`src/rtl/router_pkg.sv`:
```
// Package shared by the router blocks (input FIFO, arbiter, LBDR, crossbar).
// Holds the default flit width, output port indices and the one-hot
// read-enable vector type used between the arbiters and the input FIFOs.
package router_pkg;

  localparam int DATA_WIDTH_DEF = 32;

  // Output port indices; bit order of every per-port vector.
  localparam int PORT_N    = 0;
  localparam int PORT_E    = 1;
  localparam int PORT_W    = 2;
  localparam int PORT_S    = 3;
  localparam int PORT_L    = 4;
  localparam int NUM_PORTS = 5;

  typedef logic [NUM_PORTS-1:0] read_en_t;

  // True when more than one bit of the vector is set.
  function automatic logic multi_hot(input read_en_t v);
    return |(v & (v - read_en_t'(1)));
  endfunction

endpackage

```
`src/rtl/fifo_cts_handshake.sv`:
```
// Upstream side of the RTS/CTS handshake for a router input FIFO.
// A write is taken when the neighbour requests (drts), our previous CTS pulse
// has ended and the FIFO has room. CTS is then raised for exactly one cycle,
// which also masks a request the neighbour is still holding during that cycle.
// Ports:
//   clk, rst  clock, synchronous active-high reset
//   drts      upstream request-to-send
//   full      FIFO full flag (registered-derived)
//   wr_en     write strobe for the storage array and write pointer
//   cts       registered clear-to-send pulse back to the neighbour
module fifo_cts_handshake (
  input  logic clk,
  input  logic rst,
  input  logic drts,
  input  logic full,
  output logic wr_en,
  output logic cts
);

  // Every term is registered or a primary input from a register upstream,
  // so there is no combinational loop through the neighbour.
  assign wr_en = drts & ~cts & ~full;

  always_ff @(posedge clk) begin
    if (rst) cts <= 1'b0;
    else     cts <= wr_en;
  end

endmodule

```
`src/rtl/router_input_fifo.sv`:
```
// Input buffer of one router port.
// Flits arrive over the RTS/CTS handshake, are stored in a DEPTH-entry circular
// buffer, and the head flit is presented combinationally to routing and the
// output arbiters, which pop it with a one-hot read enable.
// Handshake (valid/ready): a flit on RX is offered while DRTS=1 and is
// transferred on the clock edge where DRTS=1, CTS=0 and full=0; CTS=1 in the
// following cycle acknowledges it and the neighbour drops DRTS on that edge.
// A pop happens on any edge where read_en is non-zero and empty=0.
// Ports:
//   clk, rst   clock, synchronous active-high reset
//   RX         incoming flit, valid while DRTS=1
//   DRTS       upstream request-to-send
//   read_en    pop request, one bit per output port (N,E,W,S,L)
//   CTS        clear-to-send pulse to upstream
//   Data_out   head flit, meaningless while empty=1
//   empty      no flits stored
//   full       DEPTH flits stored
//   err_multi  sticky: more than one read_en bit seen while not empty
module router_input_fifo
  import router_pkg::*;
#(
  parameter int DATA_WIDTH = DATA_WIDTH_DEF,
  parameter int DEPTH      = 4
) (
  input  logic                  clk,
  input  logic                  rst,
  input  logic [DATA_WIDTH-1:0] RX,
  input  logic                  DRTS,
  input  read_en_t              read_en,
  output logic                  CTS,
  output logic [DATA_WIDTH-1:0] Data_out,
  output logic                  empty,
  output logic                  full,
  output logic                  err_multi
);

  localparam int PW = $clog2(DEPTH);
  localparam int CW = PW + 1;

  logic [DATA_WIDTH-1:0] mem [DEPTH];
  logic [PW-1:0]         wr_ptr;
  logic [PW-1:0]         rd_ptr;
  logic [CW-1:0]         count;
  logic                  wr_en;
  logic                  pop;

  fifo_cts_handshake u_handshake (
    .clk   (clk),
    .rst   (rst),
    .drts  (DRTS),
    .full  (full),
    .wr_en (wr_en),
    .cts   (CTS)
  );

  assign empty    = (count == '0);
  assign full     = (count == CW'(DEPTH));
  assign pop      = (|read_en) & ~empty;
  assign Data_out = mem[rd_ptr];

  // Storage is deliberately not reset; reset only suppresses the write.
  always_ff @(posedge clk) begin
    if (wr_en && !rst) mem[wr_ptr] <= RX;
  end

  // Pointers are exactly log2(DEPTH) bits, so they wrap without a compare.
  always_ff @(posedge clk) begin
    if (rst) begin
      wr_ptr    <= '0;
      rd_ptr    <= '0;
      count     <= '0;
      err_multi <= 1'b0;
    end else begin
      if (wr_en) wr_ptr <= wr_ptr + PW'(1);
      if (pop)   rd_ptr <= rd_ptr + PW'(1);
      case ({wr_en, pop})
        2'b10:   count <= count + CW'(1);
        2'b01:   count <= count - CW'(1);
        default: count <= count;
      endcase
      if (pop && multi_hot(read_en)) err_multi <= 1'b1;
    end
  end

endmodule
```
`config.mk`:
```
export PLATFORM = sky130hd
export DESIGN_NAME = router_input_fifo
export DESIGN_NICKNAME = d
export VERILOG_FILES = /design/src/rtl/router_pkg.sv /design/src/rtl/fifo_cts_handshake.sv /design/src/rtl/router_input_fifo.sv
export SDC_FILE = /design/constraint.sdc
export NUM_CORES = 1
export LEC_CHECK = 0
export ABC_AREA = 1
export BUFFER_PORTS_ARGS = -buffer_cell sky130_fd_sc_hd__buf_4
export CORE_MARGIN = 3
export CORE_UTILIZATION = 60
export CTS_BUF_LIST = sky130_fd_sc_hd__clkbuf_16
export CTS_CLUSTER_DIAMETER = 200
export DETAILED_ROUTE_END_ITERATION = 10
export HOLD_SLACK_MARGIN = 0.06
export PLACE_DENSITY_LB_ADDON = 0.15
export SLEW_MARGIN = 20
export SYNTH_ARGS = -nofsm -noshare
export SYNTH_HDL_FRONTEND = slang
export SYNTH_SLANG_ARGS = --single-unit
```
`constraint.sdc`:
```
create_clock -name clk -period 5.2 [get_ports clk]
set_input_delay 1.04 -clock clk [delete_from_list [all_inputs] [get_ports clk]]
set_output_delay 1.04 -clock clk [all_outputs]
set_load 0.02 [all_outputs]
```
After elaboration in Yosys (flattened, before gate mapping)

Memories as Yosys holds them, arrays and structs flattened. A register that Yosys moved wholly into a read port is not among the register bits.
Cells that the tools add are included.

Add/subtract/negate cells: 5
Eq/ne operators: 3
Multiplexer cells: 5
Bitwise gates (word level): 7
Reduce and logical (&&, ||, !) cells: 7

Operators with widths:

| operator                                             | count |
|---|---|
| OR reduction 5 bit                                   | 2 |
| case mux 3 bit (2 select lines)                      | 1 |
| bitwise AND 5 bit                                    | 1 |
| subtractor 5 x 1 -> 5 bit (second input constant)    | 1 |
| adder 2 x 1 -> 2 bit (second input constant)         | 2 |
| 2-to-1 mux 2 bit                                     | 2 |
| adder 3 x 1 -> 3 bit (second input constant)         | 1 |
| bitwise AND 1 bit                                    | 3 |
| equality test 3 bit (second input constant)          | 1 |
| zero test 3 bit                                      | 1 |
| inverter 1 bit                                       | 3 |
| subtractor 3 x 1 -> 3 bit (second input constant)    | 1 |
| equality test 2 x 1 -> 1 bit (second input constant) | 1 |
| equality test 2 bit (second input constant)          | 1 |
| logical AND 1 bit                                    | 2 |
| 2-to-1 mux 1 bit                                     | 2 |
| nonzero test 2 bit                                   | 1 |
| zero test 1 bit                                      | 1 |

Register bits after elaboration: 9
Bits in writable memories: 128
Word-level logic and storage cells: 33
Memories: 1

Memory list:

| memory | words | width | read ports | clocked after Yosys merged registers in | wr ports | line                    | source |
|---|---|---|---|---|---|---|---|
| mem    | 4     | 32    | 1          | 1                                       | 1        | router_input_fifo.sv:40 | `logic [DATA_WIDTH-1:0] mem [DEPTH];` |

Depth between registers and ports, before layout

Word-level depth: 6
Gate-level depth with buffers: 12

Cells and area by module

From an unflattened synthesis, not the netlist that was laid out.

Cell total of the unflattened synthesis: 393
Area, all modules: 5360.1 um2

By module, submodules not included:

| module             | instances | cells an instance | area each (um2) | sequential area each (um2) |
|---|---|---|---|---|
| router_input_fifo  | 1         | 387               | 5312.6          | 4043.9 |
| fifo_cts_handshake | 1         | 6                 | 47.5            | 20.0 |

Least setup slack after synthesis

No wires, ideal clock.

Path kind: input to register
From: in DRTS
To: mem mem[0][0] (netlist bit), enable pin
Library setup time: 0.422 ns
Arrival time: 2.777 ns
Required time: 4.778 ns
Path slack: 2.002 ns
Stages on the path: 6
Path buffers: 0
Cells stage by stage: inv_1 -> nor2_1 -> nand2_2 -> nor2_4 -> inv_2 -> nor2_1

Word-level cells in the longest chain between the ends: 5

Ends and longest elaborated chain:

| item                                   | line                     | source |
|---|---|---|
| start: declaration                     | router_input_fifo.sv:28  | `input logic DRTS,` |
| bitwise AND 1 bit (2 in series)        | fifo_cts_handshake.sv:22 | `assign wr_en = drts & ~cts & ~full;` |
| logical AND 1 bit                      | router_input_fifo.sv:63  | `if (wr_en && !rst) mem[wr_ptr] <= RX;` |
| 2-to-1 mux 1 bit                       | router_input_fifo.sv:63  |  |
| 2-to-1 mux 1 bit (not written as such) | router_input_fifo.sv:63  |  |
| end: declaration                       | router_input_fifo.sv:40  |  |

Every way passes these cells.

==> results.yml <==
status:
  outcome: "finished, final reports clean"
setup_path:
  cp-end-kind: "output pin"
  crit_fanout: 32
  cpPeakStageDelay_ps: 480
  cells_along_the_critical_path: "buf_4 > inv_2 > o21ai_0 > o22ai_1 > buf_4"
  worst_setup_path_start_kind: "flop"
  crit_path_top_delay_cell: "inv_2"
  critical_path_class: "flop to output pin"
  timing.critical_path.required_ps: 4160
  critical-path-top-cell-by-count: "buf_4"
  cp.arrival_ps: 2210
die:
  placeableCoreArea_sq_mm: 0.008464
  floorplan.initialDensity: 0.6336
  die_area_sq_mm: 0.01011
  die-width_um: 100.5
  pin_count: 76
  rows: 33
  fp.dieH_um: 100.5
cells_and_area:
  diodes: 0
  fillCellCount: 494
  drive_above_1_share: 0.2453
  nets: 514
  flow.area_growth_from_synthesis_pct: 21.77
  total_non_filler_cell_area_in_the_finished_layout_sq_mm: 0.006530
timing:
  fmax_mhz: 307.6
  setup_viol: 0
  finalHoldViolations: 0
  finalWorstSetupSlack_ps: 1949
  tns_ps: 0
  grt_setup_unrepaired: "false"
  min_period_over_period: 0.6253
  hold_ws_ps: 452.1
  max-slew-margin-rel: 0.2927
  worst_pin_slew_ps: 1058
  worst_clock_skew_ps: 10.36
  slew_viol_final: 0
  min_period_ps: 3251
clock_tree:
  clk_path_buf_depth: 2
  cts_setup_buffers: 0
  worst_skew_pair.late_latency_ps: 400
  clockRootBuffer: "clkbuf_16"
  cts_max_level: 4
  post_cts_resize_count: 0
  tritoncts_clock_tree: "done"
  tritoncts.num_buffers: 17
  clk_pin_slew_worst_paths_ps: 60
  number_of_buffers_inserted_by_hold_repair_at_cts: 0
  clock_sink_count: 139
drt:
  first_iter_violations: 301
  mean_routed_wirelength_per_cell_um: 17.99
  total_routed_length_mm: 10.54
  drt.antenna.violating_nets: 0
  firstDrtPassIters: 4
  avgViaCountPerCell: 5.787
  drc: 0
  route.vias.total: 3391
synthesis:
  ys_seq_elements: 139
  synth.net_count: 438
  fraction_of_the_yosys_area_taken_by_sequential_cells: 0.7578
  synth.cell_area_sq_mm: 0.005363
  synthesized_instance_count: 392
  yosys.cell_types.count: 21
  synth-warning-count: 0
  synthesis.area_per_instance_sq_um: 13.68
power_and_ir_drop:
  worst_ir_drop_vdd_mv: 0.3387
  total_power_of_the_final_layout_mw: 3.733
  power.leakage_nw: 2.382
  power.density_cell_area_mw_per_mm2: 571.6
grt:
  met3_usage: 0.06228
  grt_pass1_vias: 3473
  grt_max_degree: 66
  grtUsageMet2: 0.3629
  grt_pass1_wl_mm: 16.57
  grtUsageMet1: 0.2700
  globalRoute.totalOverflow: 0
  top_usage_layer: "met2"
  groute.usage.overall: 0.2190
  antenna_found_initial: 0
place:
  placement.io_buffers: 75
  dpl.hpwl_mm: 5.623
  placed_cell_area_sq_mm: 0.005938
  dpl_worst_slack_ps: 2150
  gp_weighted_congestion: 0.7207
hold_path:
  hp-class: "flop to flop"
flow_run:
  count_of_max_cap_constraint_violations: 0
==> through the flow <==
stage	std cells	util
final	586	0.7715
after global routing	586	0.7715
after CTS	586	0.7712
after detailed placement	554	0.7016
after global placement	554	0.7016
after floorplan	392	-
==> registers in the layout, indices dropped and copies added, names as in the netlist, named ones only <==
signal,flops
count,3
err_multi,1
mem,128
rd_ptr,2
u_handshake.cts,1
wr_ptr,2
==> metal layers <==
metal | routed length (um) | vias to the layer above
li1 | - | 1584
met1 | 4138 | 1645
met2 | 5464 | 147
met3 | 780 | 15
met4 | 159 | 0
met5 | 0 | -
==> cell usage after synthesis, drive strengths merged <==
library cell  number  area share
nand2             16       0.012
o21ai             69       0.064
dfxtp             11       0.041
nand3              5      0.0056
o22ai             32       0.037
fa                 1      0.0037
edfxtp           128        0.72
clkbuf             1     0.00070
nor2              77       0.055
a21oi              6      0.0056
ha                 5       0.012
buf               18       0.029
inv               23       0.017
==> cell type report <==
cell class,instances,area (sq um),area share
clock buffers,17,425.4,0.06515
clock inverters,15,163.9,0.02510
inverters,23,93.84,0.01437
multi-input cells,211,1077,0.1650
flip-flops and latches,139,4068,0.6229
well taps,105,131.4,0.02012
repair buffers,76,570.5,0.08737
==> critical path, delay by kind of cell, from the launching register on <==
kind | cells | cell delay, ps
buffers and inverters | 3 | 930
AOI/OAI and AO/OA | 2 | 480
DFF | 1 | 380
==> final timing paths <==
path              startpoint           end  slack [ps]  cells after the start
setup / recovery        flop  Data_out[23]        1950                      5
hold / removal     err_multi     err_multi         450                      2
setup reg to reg    count[1]    mem[3][14]        3150                      6
hold reg to reg    err_multi     err_multi         450                      2
==> cell usage in the layout (no fill, tap or decap), types with 2 or more instances in the layout <==
cell type / n
a21oi_1: 6
buf_4: 76
bufinv_16: 2
clkbuf_16: 17
clkinv_4: 6
dfxtp_1: 10
edfxtp_1: 128
ha_1: 5
inv_1: 20
inv_2: 2
inv_6: 4
nand2_1: 15
nand3_1: 4
nor2_1: 72
nor2_4: 5
o21ai_0: 41
o21ai_1: 28
o22ai_1: 32
==> report_power, final <==
| group | switching, mW | internal (mW) |
|---|---|---|
| registers | 0.0992 | 1.31 |
| clock network | 0.469 | 0.714 |
| logic | 0.721 | 0.422 |
| total | 1.29 | 2.44 |
==> cell families after synthesis <==
| family | after synthesis | share of synthesized area |
|---|---|---|
| DFF | 139 | 0.7578 |
| AOI/OAI and AO/OA | 107 | 0.1073 |
| and+or+nand+nor | 98 | 0.07256 |
| buffers and inverters | 42 | 0.04690 |
| adders and majority gates | 6 | 0.01540 |
Note: power is estimated with default switching activity, not from simulation.
